File: src/rtl/hdmi_quad_wr_sched.sv
// Round-robin write scheduler: merges four quadrant line FIFOs onto one burst write port,
// placing channel n in quadrant n of the frame buffer.
module hdmi_quad_wr_sched #(
    parameter int H_ACT     = 960,
    parameter int V_ACT     = 540,
    parameter int STRIDE    = 1920,
    parameter int BURST_LEN = 64,
    parameter int BASE_ADDR = 0,
    parameter int ADDR_W    = 28,
    parameter int CNT_W     = 11
) (
    input  logic                clk,
    input  logic                rst,
    input  logic                ctrl_en_i,
    input  logic [3:0]          ch_frame_start_i,
    input  logic [4*CNT_W-1:0]  ch_fifo_cnt_i,
    input  logic [4*24-1:0]     ch_rd_data_i,
    output logic [3:0]          ch_rd_en_o,
    output logic                wr_cmd_valid_o,
    input  logic                wr_cmd_ready_i,
    output logic [ADDR_W-1:0]   wr_cmd_addr_o,
    output logic [7:0]          wr_cmd_len_o,
    output logic                wr_data_valid_o,
    input  logic                wr_data_ready_i,
    output logic [23:0]         wr_data_o,
    output logic                wr_data_last_o,
    output logic [3:0]          ch_frame_done_o,
    output logic                busy_o
);
    localparam int BPL    = H_ACT / BURST_LEN;
    localparam int LINE_W = (V_ACT > 1) ? $clog2(V_ACT) : 1;
    localparam int BRST_W = (BPL > 1) ? $clog2(BPL) : 1;
    localparam int BEAT_W = (BURST_LEN > 1) ? $clog2(BURST_LEN) : 1;

    typedef enum logic [1:0] {IDLE, CMD, DATA} state_t;

    state_t            state_q, state_d;
    logic [1:0]        g_q, g_d, ptr_q, ptr_d;
    logic [BEAT_W-1:0] beat_q, beat_d;
    logic [ADDR_W-1:0] addr_q, addr_d;
    logic [LINE_W-1:0] line_q [4];
    logic [BRST_W-1:0] burst_q [4];
    logic [3:0]        pend_q, done_q;
    logic [3:0]        req;
    logic              gnt_vld;
    logic [1:0]        gnt;
    logic              last_beat, cmpl;
    logic [LINE_W-1:0] line_eff;
    logic [BRST_W-1:0] burst_eff;
    logic [ADDR_W-1:0] addr_calc;

    always_comb begin
        for (int n = 0; n < 4; n++)
            req[n] = ch_fifo_cnt_i[n*CNT_W +: CNT_W] >= CNT_W'(BURST_LEN);
    end

    always_comb begin : arb
        logic [1:0] idx;
        gnt_vld = 1'b0;
        gnt     = ptr_q;
        idx     = ptr_q;
        for (int i = 0; i < 4; i++) begin
            idx = ptr_q + 2'(i);
            if (!gnt_vld && req[idx]) begin
                gnt_vld = 1'b1;
                gnt     = idx;
            end
        end
    end

    // A frame start landing on the grant cycle already counts, so the burst goes to line 0.
    always_comb begin
        line_eff  = ch_frame_start_i[gnt] ? '0 : line_q[gnt];
        burst_eff = ch_frame_start_i[gnt] ? '0 : burst_q[gnt];
        addr_calc = ADDR_W'(BASE_ADDR)
                  + (ADDR_W'(gnt[1]) * ADDR_W'(V_ACT) + ADDR_W'(line_eff)) * ADDR_W'(STRIDE)
                  + ADDR_W'(gnt[0]) * ADDR_W'(H_ACT)
                  + ADDR_W'(burst_eff) * ADDR_W'(BURST_LEN);
    end

    assign last_beat = (state_q == DATA) && (beat_q == BEAT_W'(BURST_LEN-1));
    assign cmpl      = last_beat && wr_data_ready_i;

    always_comb begin
        state_d = state_q;
        g_d     = g_q;
        ptr_d   = ptr_q;
        beat_d  = beat_q;
        addr_d  = addr_q;
        case (state_q)
            IDLE: if (ctrl_en_i && gnt_vld) begin
                state_d = CMD;
                g_d     = gnt;
                addr_d  = addr_calc;
                beat_d  = '0;
            end
            CMD: if (wr_cmd_ready_i) state_d = DATA;
            DATA: if (wr_data_ready_i) begin
                if (last_beat) begin
                    state_d = IDLE;
                    ptr_d   = g_q + 2'd1;
                    beat_d  = '0;
                end else begin
                    beat_d = beat_q + BEAT_W'(1);
                end
            end
            default: state_d = IDLE;
        endcase
    end

    always_ff @(posedge clk or posedge rst) begin
        if (rst) begin
            state_q <= IDLE;
            g_q     <= '0;
            ptr_q   <= '0;
            beat_q  <= '0;
            addr_q  <= '0;
        end else begin
            state_q <= state_d;
            g_q     <= g_d;
            ptr_q   <= ptr_d;
            beat_q  <= beat_d;
            addr_q  <= addr_d;
        end
    end

    // Frame starts on the in-flight channel are parked until its burst retires.
    always_ff @(posedge clk or posedge rst) begin
        if (rst) begin
            pend_q <= '0;
            done_q <= '0;
            for (int n = 0; n < 4; n++) begin
                line_q[n]  <= '0;
                burst_q[n] <= '0;
            end
        end else begin
            done_q <= '0;
            for (int n = 0; n < 4; n++) begin
                if (cmpl && g_q == 2'(n)) begin
                    if (pend_q[n] || ch_frame_start_i[n]) begin
                        line_q[n]  <= '0;
                        burst_q[n] <= '0;
                        pend_q[n]  <= 1'b0;
                    end else if (burst_q[n] == BRST_W'(BPL-1)) begin
                        burst_q[n] <= '0;
                        if (line_q[n] == LINE_W'(V_ACT-1)) begin
                            line_q[n] <= '0;
                            done_q[n] <= 1'b1;
                        end else begin
                            line_q[n] <= line_q[n] + LINE_W'(1);
                        end
                    end else begin
                        burst_q[n] <= burst_q[n] + BRST_W'(1);
                    end
                end else if (ch_frame_start_i[n]) begin
                    if (state_q != IDLE && g_q == 2'(n)) begin
                        pend_q[n] <= 1'b1;
                    end else begin
                        line_q[n]  <= '0;
                        burst_q[n] <= '0;
                    end
                end
            end
        end
    end

    assign busy_o          = (state_q != IDLE);
    assign wr_cmd_valid_o  = (state_q == CMD);
    assign wr_cmd_addr_o   = addr_q;
    assign wr_cmd_len_o    = 8'(BURST_LEN-1);
    assign wr_data_valid_o = (state_q == DATA);
    assign wr_data_o       = (state_q == DATA) ? ch_rd_data_i[g_q*24 +: 24] : 24'h0;
    assign wr_data_last_o  = last_beat;
    assign ch_rd_en_o      = (state_q == DATA && wr_data_ready_i) ? (4'b0001 << g_q) : 4'b0000;
    assign ch_frame_done_o = done_q;
endmodule

File: config.mk
export PLATFORM = sky130hd
export DESIGN_NAME = hdmi_quad_wr_sched
export DESIGN_NICKNAME = d
export VERILOG_FILES = /design/src/rtl/hdmi_quad_wr_sched.sv
export SDC_FILE = /design/constraint.sdc
export NUM_CORES = 1
export LEC_CHECK = 0
export CORE_MARGIN = 1.5
export CORE_UTILIZATION = 31
export CTS_BUF_LIST = sky130_fd_sc_hd__clkbuf_4 sky130_fd_sc_hd__clkbuf_8 sky130_fd_sc_hd__clkbuf_16
export DETAILED_ROUTE_END_ITERATION = 8
export PLACE_DENSITY = 0.66
export SYNTH_ARGS = -nofsm -noshare
export SYNTH_HDL_FRONTEND = slang
export SYNTH_SLANG_ARGS = --single-unit
File: constraint.sdc
create_clock -name clk -period 6.6 [get_ports clk]
set_input_delay 1.32 -clock clk [delete_from_list [all_inputs] [get_ports clk]]
set_output_delay 1.32 -clock clk [all_outputs]
set_load 0.005 [all_outputs]
# Word-level counts from Yosys, hierarchy flattened
# Cells that the tools add are included.
# W data, S select, Z words.
[word_totals]
ff_bits = 104
input_bits = 149
wordCells = 243
[op_classes]
add_sub_neg = 16
mul = 4
magnitude_cmp = 10
n_eq_ne = 30
shift = 2
mux = 112
bitwise = 1
n_reduce_logical = 50
[op_table]
columns = ["op", "count"]
rows = [
  ["$mux W10", 27],
  ["$mux W4", 24],
  ["$shiftx A96 B8 Y24", 1],
  ["$ge A11 B7 Y1 const B", 4],
  ["$mux W1", 41],
  ["$add A10 B1 Y10 const B", 4],
  ["$eq A10 B10 Y1 const B", 4],
  ["$reduce_and A3 Y1", 10],
  ["$add A24 B10 Y25", 1],
  ["$add A23 B11 Y24", 1],
  ["$mux W24", 1],
  ["$bmux W10 S2", 1],
  ["$reduce_bool A2 Y1", 10],
  ["$mux W6", 3],
  ["$add A4 B1 Y4 const B", 4],
  ["$eq A4 B4 Y1 const B", 4],
  ["$mul A12 B4 Y16 const B", 1],
  ["$logic_and A1 B1 Y1", 15],
  ["$lt A2 B3 Y1 const B", 5],
  ["$mux W2", 7],
  ["$ne A2 B1 Y1 const B", 7],
  ["$add A11 B10 Y12", 1],
  ["$ne A3 B1 Y1 const B", 4],
  ["$pmux W6 S2", 1],
  ["other kinds (21)", 44],
]

# Longest topological paths before layout
# Gate-level depths: netlist of run 1.
[depth]
word_depth = 22
mapped_depth = 33
ltp_nobuf = 30

# Worst setup path before layout of run 1
# Ideal clock, no wire load.
[synth_timing]
path_kind = "input-to-reg"
start = "in ch_fifo_cnt_i[28]"
end = "reg addr_q[21], in the netlist wr_cmd_addr_o[21]"
setup_ns = 0.069
t_arrival_ns = 7.888
slack_ns = -1.357
stages = 30
n_path_buf = 3
cell_sequence = "or4_4 -> nor2_8 -> a31o_2 -> nand3_4 -> inv_1 -> buf_4 -> clkbuf_1 -> nand2_1 -> a311oi_1 -> ha_1 -> inv_1 -> fa_1 -> inv_1 -> a21o_1 -> and3_1 -> xnor2_1 -> and2_1 -> buf_4 -> inv_2 -> fa_1 -> fa_1 -> inv_1 -> ha_1 -> or3_1 -> o221a_2 -> o21a_1 -> nor4b_1 -> nand4_1 -> or4_1 -> nand3_1"
[synth_between]
elab_chain_len = 22
elab_cells_between_ends = 41
[synth_rtl]
columns = ["item", "line", "rtl"]
rows = [
  ["start: declaration", "16", "input logic [4*CNT_W-1:0] ch_fifo_cnt_i,"],
  ["$ge A11 B7 Y1 *", "54", "req[n] = ch_fifo_cnt_i[n*CNT_W +: CNT_W] >= CNT_W'(BURST_LEN);"],
  ["$bmux W1 S2", "64", "if (!gnt_vld && req[idx]) begin"],
  ["$mux W1 (not written as such)", "64", ""],
  ["$mux W1", "64", ""],
  ["$logic_not A1 Y1", "64", ""],
  ["$logic_and A1 B1 Y1", "64", ""],
  ["$mux W1", "64", ""],
  ["$logic_not A1 Y1", "64", ""],
  ["[5 not listed]", "-", ""],
  ["named net gnt[0]", "46", "logic [1:0] gnt;"],
  ["$not A2 Y3 (not written as such)", "73, 74", ""],
  ["$bmux W10 S2", "73", "line_eff = ch_frame_start_i[gnt] ? '0 : line_q[gnt];"],
  ["$mux W10 (not written as such) (2 in a row)", "73", ""],
  ["$mux W10", "73", ""],
  ["$add A11 B10 Y12", "76", "+ (ADDR_W'(gnt[1]) * ADDR_W'(V_ACT) + ADDR_W'(line_eff)) * ADDR_W'(STRIDE)"],
  ["$mul A12 B4 Y16", "76", ""],
  ["$add A23 B11 Y24", "77", "+ ADDR_W'(gnt[0]) * ADDR_W'(H_ACT)"],
  ["$add A24 B10 Y25 *", "78", "+ ADDR_W'(burst_eff) * ADDR_W'(BURST_LEN);"],
  ["end signal: assignment", "123", "addr_q <= addr_d;"],
  ["end: declaration", "40", "logic [ADDR_W-1:0] addr_q, addr_d;"],
]
# The timed path passes the listed nets; every way through them passes the cells marked *. The select of a mux whose other input is x is not followed.
# A chain may end at the register's enable or synchronous reset.

# Worst setup path after layout of run 1
[layout_timing]
start = "in ch_fifo_cnt_i[30]"
end = "reg addr_q[22], in the netlist wr_cmd_addr_o[22]"
[layout_between]
elab_chain_len = 22
elab_cells_between_ends = 41
[layout_rtl]
columns = ["item", "line"]
rows = [
  ["$ge A11 B7 Y1 *", "54"],
  ["branches (longest 21 deep; another with $bmux W1 S2)", "-"],
]
# Mark *: on every way between the ends. The select of a mux whose other input is x is not followed.

==> results of run 1 <==
==> timing repair <==
item                                    4_1_cts  5_1_grt
pin swaps                                    37       28
endpoints found under the setup margin       10       10
setup buffers                                12        5
hold endpoints to repair                      0        0
gates resized for setup                      46       28
==> flip-flops by register name, indices dropped and copies added, names as in the netlist <==
signal and flops:
state_q 2, beat_q 6, burst_q 16, ptr_q 2, line_q 40, g_q 2
wr_cmd_addr_o 18, pend_q 4, ch_frame_done_o 4
==> worst paths after layout <==
kind                       slack, ns                             to                          from
setup / recovery               -0.57  wr_cmd_addr_o[22]$_DFFE_PP0P_             ch_fifo_cnt_i[30]
hold / removal                  0.47   wr_cmd_addr_o[6]$_DFFE_PP0P_  wr_cmd_addr_o[6]$_DFFE_PP0P_
setup reg to reg                0.37  wr_cmd_addr_o[22]$_DFFE_PP0P_          ptr_q[1]$_DFFE_PP0P_
hold reg to reg                 0.47   wr_cmd_addr_o[6]$_DFFE_PP0P_  wr_cmd_addr_o[6]$_DFFE_PP0P_
max in group asynchronous       4.09             g_q[0]$_DFFE_PP0P_                           rst
min in group asynchronous       1.35  wr_cmd_addr_o[19]$_DFFE_PP0P_                           rst
==> per-layer routing <==
metal / wire length [um] / part of all wire
met5: 0 / 0
met4: 479 / 0.020
met2: 11300 / 0.48
met3: 1370 / 0.058
met1: 10600 / 0.45
==> cell usage after synthesis (12+ instances only) <==
cell type,number
xnor2_1,20
nand4_1,15
dfrtp_1,94
mux4_2,24
nor3_1,18
xor2_1,22
nand2_1,131
inv_1,66
o31ai_1,18
nand2b_1,12
ha_1,47
buf_4,21
fa_1,19
nor2_1,51
a21oi_1,25
o21ai_0,82
and3_1,30
clkbuf_1,17
and2_1,32
nand3_1,38
==> layout make-up <==
| cell class | count | area (sq um) |
|---|---|---|
| fillers | 2393 | 13500 |
| multi-input cells | 728 | 5610 |
| repair buffers | 311 | 2820 |
| flip-flops and latches | 94 | 2350 |
| well taps | 330 | 413 |
| clock buffers | 14 | 294 |
| inverters | 70 | 268 |
| clock inverters | 2 | 60.1 |
==> cell families (layout without fill, tap and decap cells) <==
family | Yosys count | after routing | share of synthesized area
buf+inv | 114 | 397 | 0.0642
flops | 94 | 94 | 0.293
mux | 39 | 39 | 0.0874
xor+xnor | 43 | 43 | 0.0486
simple gates | 363 | 363 | 0.225
other cells | 2 | 18 | 0.000935
fa+ha+maj | 67 | 67 | 0.122
compound gates | 198 | 198 | 0.159
==> power by group <==
part	switching [mW]	internal (mW)
Combinational	0.367	0.436
Sequential	0.0690	0.655
Clock	0.223	0.384
Total	0.659	1.47
==> worst register-to-register path, stage by stage (launching register included) <==
cell and delay, ns:
dfrtp_1 0.47, inv_1 0.18, o32a_4 0.44, nand3_4 0.14
buf_4 0.17, mux2_2 0.34, nand2_1 0.06, o21ai_1 0.06
and2_1 0.18, ha_1 0.29, a21o_1 0.18, a21o_1 0.21
o211ai_1 0.17, mux2i_2 0.33, fa_1 0.48, fa_1 0.54
inv_1 0.04, ha_2 0.17, or3_4 0.34, o221a_4 0.25
or4_4 0.42, nand3_2 0.09, buf_4 0.11, and4_4 0.24
nand3_2 0.06, a31oi_1 0.16
==> through the flow <==
| stage | setup TNS, ns | instance area [sq um] | hold slack [ns] | setup slack, ns |
|---|---|---|---|---|
| 3_3_place_gp | -9.95 | 11100 | 0.463 | -1.31 |
| 5_1_grt | -4.83 | 11800 | 0.497 | -0.831 |
| 4_1_cts | -3.09 | 11600 | 0.481 | -0.648 |
| 6_report | -2.98 | 11800 | 0.471 | -0.574 |
| 2_1_floorplan | -4.48 | 8270 | 0.461 | -0.948 |
| 3_5_place_dp | -10.80 | 11100 | 0.466 | -1.41 |
==> results.sh, run 1 <==
export IMPL_rsz0062_at_grt="true"
export IMPL_max_cap_violations=0
export IMPL_cts_root_buffer="clkbuf_16"
export IMPL_most_common_layout_cells="165 x clkdlybuf4s50_1, 129 x nand2_1, 127 x buf_4, 93 x dfrtp_1, 71 x o21ai_0"
export IMPL_p_per_area_nw_per_um2=181
export IMPL_grt_pass1_wl_mm=38.1
export IMPL_clock_sinks=94
export IMPL_grt_overflow=0
export IMPL_first_global_vias=7414
export IMPL_vdd_drop_max_mv=0.133
export IMPL_yosys_top_cells_area="dfrtp_1 29%, ha_1 7.3%, mux4_2 6.7%"
export IMPL_slew_viol_final=0
export IMPL_drt_antenna_violating_nets=0
export IMPL_portBuffers=178
export IMPL_dieArea_sq_um=26900
export IMPL_fin_util=0.466
export IMPL_die_h_um=164
export IMPL_worst_slack_ns=-0.574
export IMPL_hold_violations=0
export IMPL_core_sq_um=25300
export IMPL_num_antenna_cells=0
export IMPL_numCtsBuffers=9
export IMPL_max_stage_delay_ns=0.56
export IMPL_htree_levels=3
export IMPL_critical_path_buf_inv_count=6
export IMPL_yosys_warnings=0
export IMPL_cp_arrival_ns=7.44
export IMPL_mostFrequentLayoutCell="clkdlybuf4s50_1"
export IMPL_cp_slowest_cell="or4_4"
export IMPL_gr_usage_met1=0.238
export IMPL_clockBufferDepth=2
export IMPL_synth_avg_cell_area_sq_um=8.73
export IMPL_dp_hpwl_mm=18.9
export IMPL_postSynthCellCount=920
export IMPL_vias=7829
export IMPL_synthArstFlopShare=1.00
export IMPL_drtPass1Iterations=5
export IMPL_syn_area_sq_um=8030
export IMPL_reg2reg_depth=25
export IMPL_synth_edff_count=0
export IMPL_ys_flop_type="dfrtp_1"
export IMPL_worstPathMaxFanout=5
export IMPL_die_w_um=164
export IMPL_seq_area_frac_synth=0.293
export IMPL_place_congestion=0.889
export IMPL_power_mw=2.13
export IMPL_run_status="finished, violations left"
export IMPL_finClkSkew_ns=0.0135
export IMPL_fin_crit_sh=1.09
export IMPL_insertion_delay_ns=0.36
export IMPL_synth_top_area_share=0.293
export IMPL_io_pins=221
export IMPL_yosysTopAreaCell="dfrtp_1"
export IMPL_drt_iter0_drc=481
export IMPL_busiest_layer="met2"
export IMPL_grt_max_degree=56
export IMPL_drc=0
export IMPL_grt_usage=0.180
export IMPL_fin_cells=1549
export IMPL_area_delta_synth_final_pct=47.1
export IMPL_hold_path_depth=2
export IMPL_critical_path_depth=28
export IMPL_postCtsHoldBufs=0
export IMPL_critPathTopFamily="simple AND/OR/NAND/NOR gates"
export IMPL_p_leak_nw=5.16
export IMPL_final_nets=1429
export IMPL_slew_headroom=0.427
export IMPL_critPathCaptureType="flop"
export IMPL_dp_cells=1518
export IMPL_path_class="input port to flop"
export IMPL_required_ns=6.87
export IMPL_via_per_inst=5.05
export IMPL_cts_tree="yes"
export IMPL_grtUsageMet3=0.0328
export IMPL_setup_viol=7
export IMPL_cp_start_kind="input port"
export IMPL_drt_wl_total_mm=23.8
export IMPL_ys_ff_latch=94
export IMPL_wl_per_cell_um=15.4
export IMPL_violations="setup timing"
export IMPL_hp_class="flop to flop"
export IMPL_worst_slew_pin_transition_ns=0.860
export IMPL_antenna_found_initial=0
export IMPL_clock_fmax_mhz=139
export IMPL_ys_types=75
export IMPL_drive_gt1_frac=0.212
export IMPL_fin_crit_ns=7.17
export IMPL_clk_pin_slew_ns=0.06
export IMPL_start_util=0.317
export IMPL_met2_usage=0.298
export IMPL_rows=58
(Power assumes the default switching activity.)
==> run 2, diff against run 1 <==
Settings changed: SLEW_MARGIN from default to 20.
==> results of run 2 <==
Same layout as run 1: the final DEF is identical, and so are final timing and power.
==> run 3, diff against run 2 <==
Settings changed: CELL_PAD_IN_SITES_DETAIL_PLACEMENT from default to 0, CELL_PAD_IN_SITES_GLOBAL_PLACEMENT from default to 1, PLACE_DENSITY 0.66 to 0.82.
==> results.sh, run 3 (same netlist as run 1, synthesis figures left out) <==
export IMPL_run_status="finished, violations left"
export IMPL_violations="setup timing"
export IMPL_dieArea_sq_um=26900
export IMPL_worst_slew_pin_transition_ns=0.881
export IMPL_fin_crit_sh=1.08
export IMPL_rows=58
export IMPL_slew_viol_final=0
export IMPL_postCtsHoldBufs=0
export IMPL_grt_usage=0.189
export IMPL_r2r_end="wr_cmd_addr_o[18]$_DFFE_PP0P_"
export IMPL_grt_overflow=0
export IMPL_io_pins=221
export IMPL_p_per_area_nw_per_um2=171
export IMPL_cp_slowest_cell="or4_4"
export IMPL_required_ns=6.83
export IMPL_insertion_delay_ns=0.36
export IMPL_cp_arrival_ns=7.37
export IMPL_numCtsBuffers=9
export IMPL_rsz0062_at_grt="true"
export IMPL_start_util=0.317
export IMPL_mostFrequentLayoutCell="clkdlybuf4s50_1"
export IMPL_fin_crit_ns=7.14
export IMPL_worstHoldStart="wr_cmd_addr_o[17]$_DFFE_PP0P_"
export IMPL_core_sq_um=25300
export IMPL_antenna_found_initial=2
export IMPL_hold_violations=0
export IMPL_area_delta_synth_final_pct=48.6
export IMPL_drt_antenna_violating_nets=0
export IMPL_hold_end="wr_cmd_addr_o[17]$_DFFE_PP0P_"
export IMPL_wl_per_cell_um=16.1
export IMPL_hold_path_depth=2
export IMPL_grt_max_degree=52
export IMPL_largest_register_ffs=40
export IMPL_final_nets=1439
export IMPL_multi_input_area_sq_um=5690
export IMPL_regArea_sq_um=2350
export IMPL_place_congestion=0.835
export IMPL_cts_root_buffer="clkbuf_16"
export IMPL_setup_viol=8
export IMPL_finClkSkew_ns=0.0114
export IMPL_fin_area_sq_um=11900
export IMPL_clock_fmax_mhz=140
export IMPL_max_stage_delay_ns=0.56
export IMPL_slew_headroom=0.412
export IMPL_path_class="input port to flop"
export IMPL_worst_slack_ns=-0.537
export IMPL_die_w_um=164
export IMPL_path_common_cell="buf_6"
export IMPL_most_common_layout_cells="160 x clkdlybuf4s50_1, 129 x buf_4, 128 x nand2_1, 92 x dfrtp_1, 72 x o21ai_0"
export IMPL_portBuffers=178
export IMPL_max_cap_violations=0
export IMPL_drt_iter0_drc=509
export IMPL_dp_slack_ns=-1.44
export IMPL_worstPathMaxFanout=7
export IMPL_cts_tree="yes"
export IMPL_p_leak_nw=5.25
export IMPL_placed_cell_area_sq_um=11000
export IMPL_dp_hpwl_mm=19.5
export IMPL_clk_pin_slew_ns=0.06
export IMPL_clockBufferDepth=2
export IMPL_fin_util=0.471
export IMPL_vdd_drop_max_mv=0.114
export IMPL_reg2reg_depth=31
export IMPL_reg2reg_from="ptr_q[1]$_DFFE_PP0P_"
export IMPL_cp_start_kind="input port"
export IMPL_num_fill_cells=2396
export IMPL_drt_wl_total_mm=25.1
export IMPL_drive_gt1_frac=0.231
export IMPL_via_per_inst=5.01
export IMPL_power_mw=2.05
export IMPL_drc=0
export IMPL_hp_class="flop to flop"
export IMPL_drtPass1Iterations=5
export IMPL_first_global_vias=7694
export IMPL_critPathCaptureType="flop"
export IMPL_htree_levels=3
export IMPL_grt_pass1_wl_mm=39.6
export IMPL_die_h_um=164
export IMPL_vias=7820
export IMPL_top_register="line_q"
export IMPL_clock_sinks=94
export IMPL_ff2ff_setup_slack_ns=0.30
-- run 3: cell count changes in the layout (fill, tap and decap cells not counted), moves of 3 or more --
| cell | delta |
|---|---|
| ha_1 | -3 |
| dlygate4sd2_1 | -3 |
| clkdlybuf4s50_1 | -5 |
| ha_4 | +4 |
| buf_12 | -3 |
| inv_2 | +3 |
| dlymetal6s2s_1 | +8 |
| clkbuf_8 | -4 |
| buf_6 | +11 |
| inv_1 | -5 |
-- run 3: timing repair --
item | 4_1_cts | 5_1_grt
resized for setup | 63 | 46
setup buffers | 16 | 15
hold endpoints to repair | 0 | 0
pin swaps | 50 | 43
endpoints found under the setup margin | 11 | 10
cloned | 0 | 0
-- run 3: stage by stage --
step | hold slack, ns | cells | setup TNS (ns)
CTS | 0.484 | 1545 | -3.35
detailed placement | 0.468 | 1514 | -11.28
global placement | 0.462 | 1514 | -9.54
floorplan | 0.461 | 936 | -4.48
finish | 0.486 | 1560 | -3.06
global route | 0.507 | 1560 | -4.87
-- run 3: critical path, delay by kind of cell --
| kind | cells | cell delay [ns] |
|---|---|---|
| AO/OA/AOI/OAI | 6 | 1.15 |
| XOR/XNOR | 2 | 0.25 |
| adder cells (fa/ha/maj) | 5 | 1.74 |
| buffers and inverters | 10 | 0.88 |
| AND/OR/NAND/NOR | 10 | 2.04 |
-- run 3: final cells by class --
type,instances,share of cell area
multi-input combinational,728,0.477
clock buffer,12,0.0213
antenna,1,0.000210
inverter,70,0.0229
tap,330,0.0346
clock inverter,4,0.00252
sequential,94,0.197
timing repair buffer,321,0.244
-- run 3: worst max-delay path by stage --
stage,start,end,slack (ns)
6_report,ch_fifo_cnt_i[31],wr_cmd_addr_o[18]$_DFFE_PP0P_,-0.54
3_3_place_gp,ch_fifo_cnt_i[18],wr_cmd_addr_o[21]$_DFFE_PP0P_,-1.28
2_1_floorplan,ch_fifo_cnt_i[28],wr_cmd_addr_o[21]$_DFFE_PP0P_,-0.95
4_1_cts,ch_fifo_cnt_i[30],wr_cmd_addr_o[21]$_DFFE_PP0P_,-0.66
3_5_place_dp,ch_fifo_cnt_i[18],wr_cmd_addr_o[21]$_DFFE_PP0P_,-1.44
5_1_grt,ch_fifo_cnt_i[31],wr_cmd_addr_o[21]$_DFFE_PP0P_,-0.79
-- run 3: report_power, final --
| group | leakage, nW | switching (mW) | total (mW) | internal [mW] |
|---|---|---|---|---|
| combinational | 3.85 | 0.338 | 0.773 | 0.436 |
| sequential | 1.25 | 0.104 | 0.759 | 0.655 |
| clock | 0.140 | 0.237 | 0.513 | 0.276 |
| total | 5.25 | 0.679 | 2.05 | 1.37 |
-- run 3: metal layers --
| layer | wire length [um] | track usage |
|---|---|---|
| met1 | 10900 | 0.242 |
| met2 | 12300 | 0.320 |
| met3 | 1430 | 0.0371 |
| met4 | 427 | 0.0570 |
| met5 | 0 | 0 |
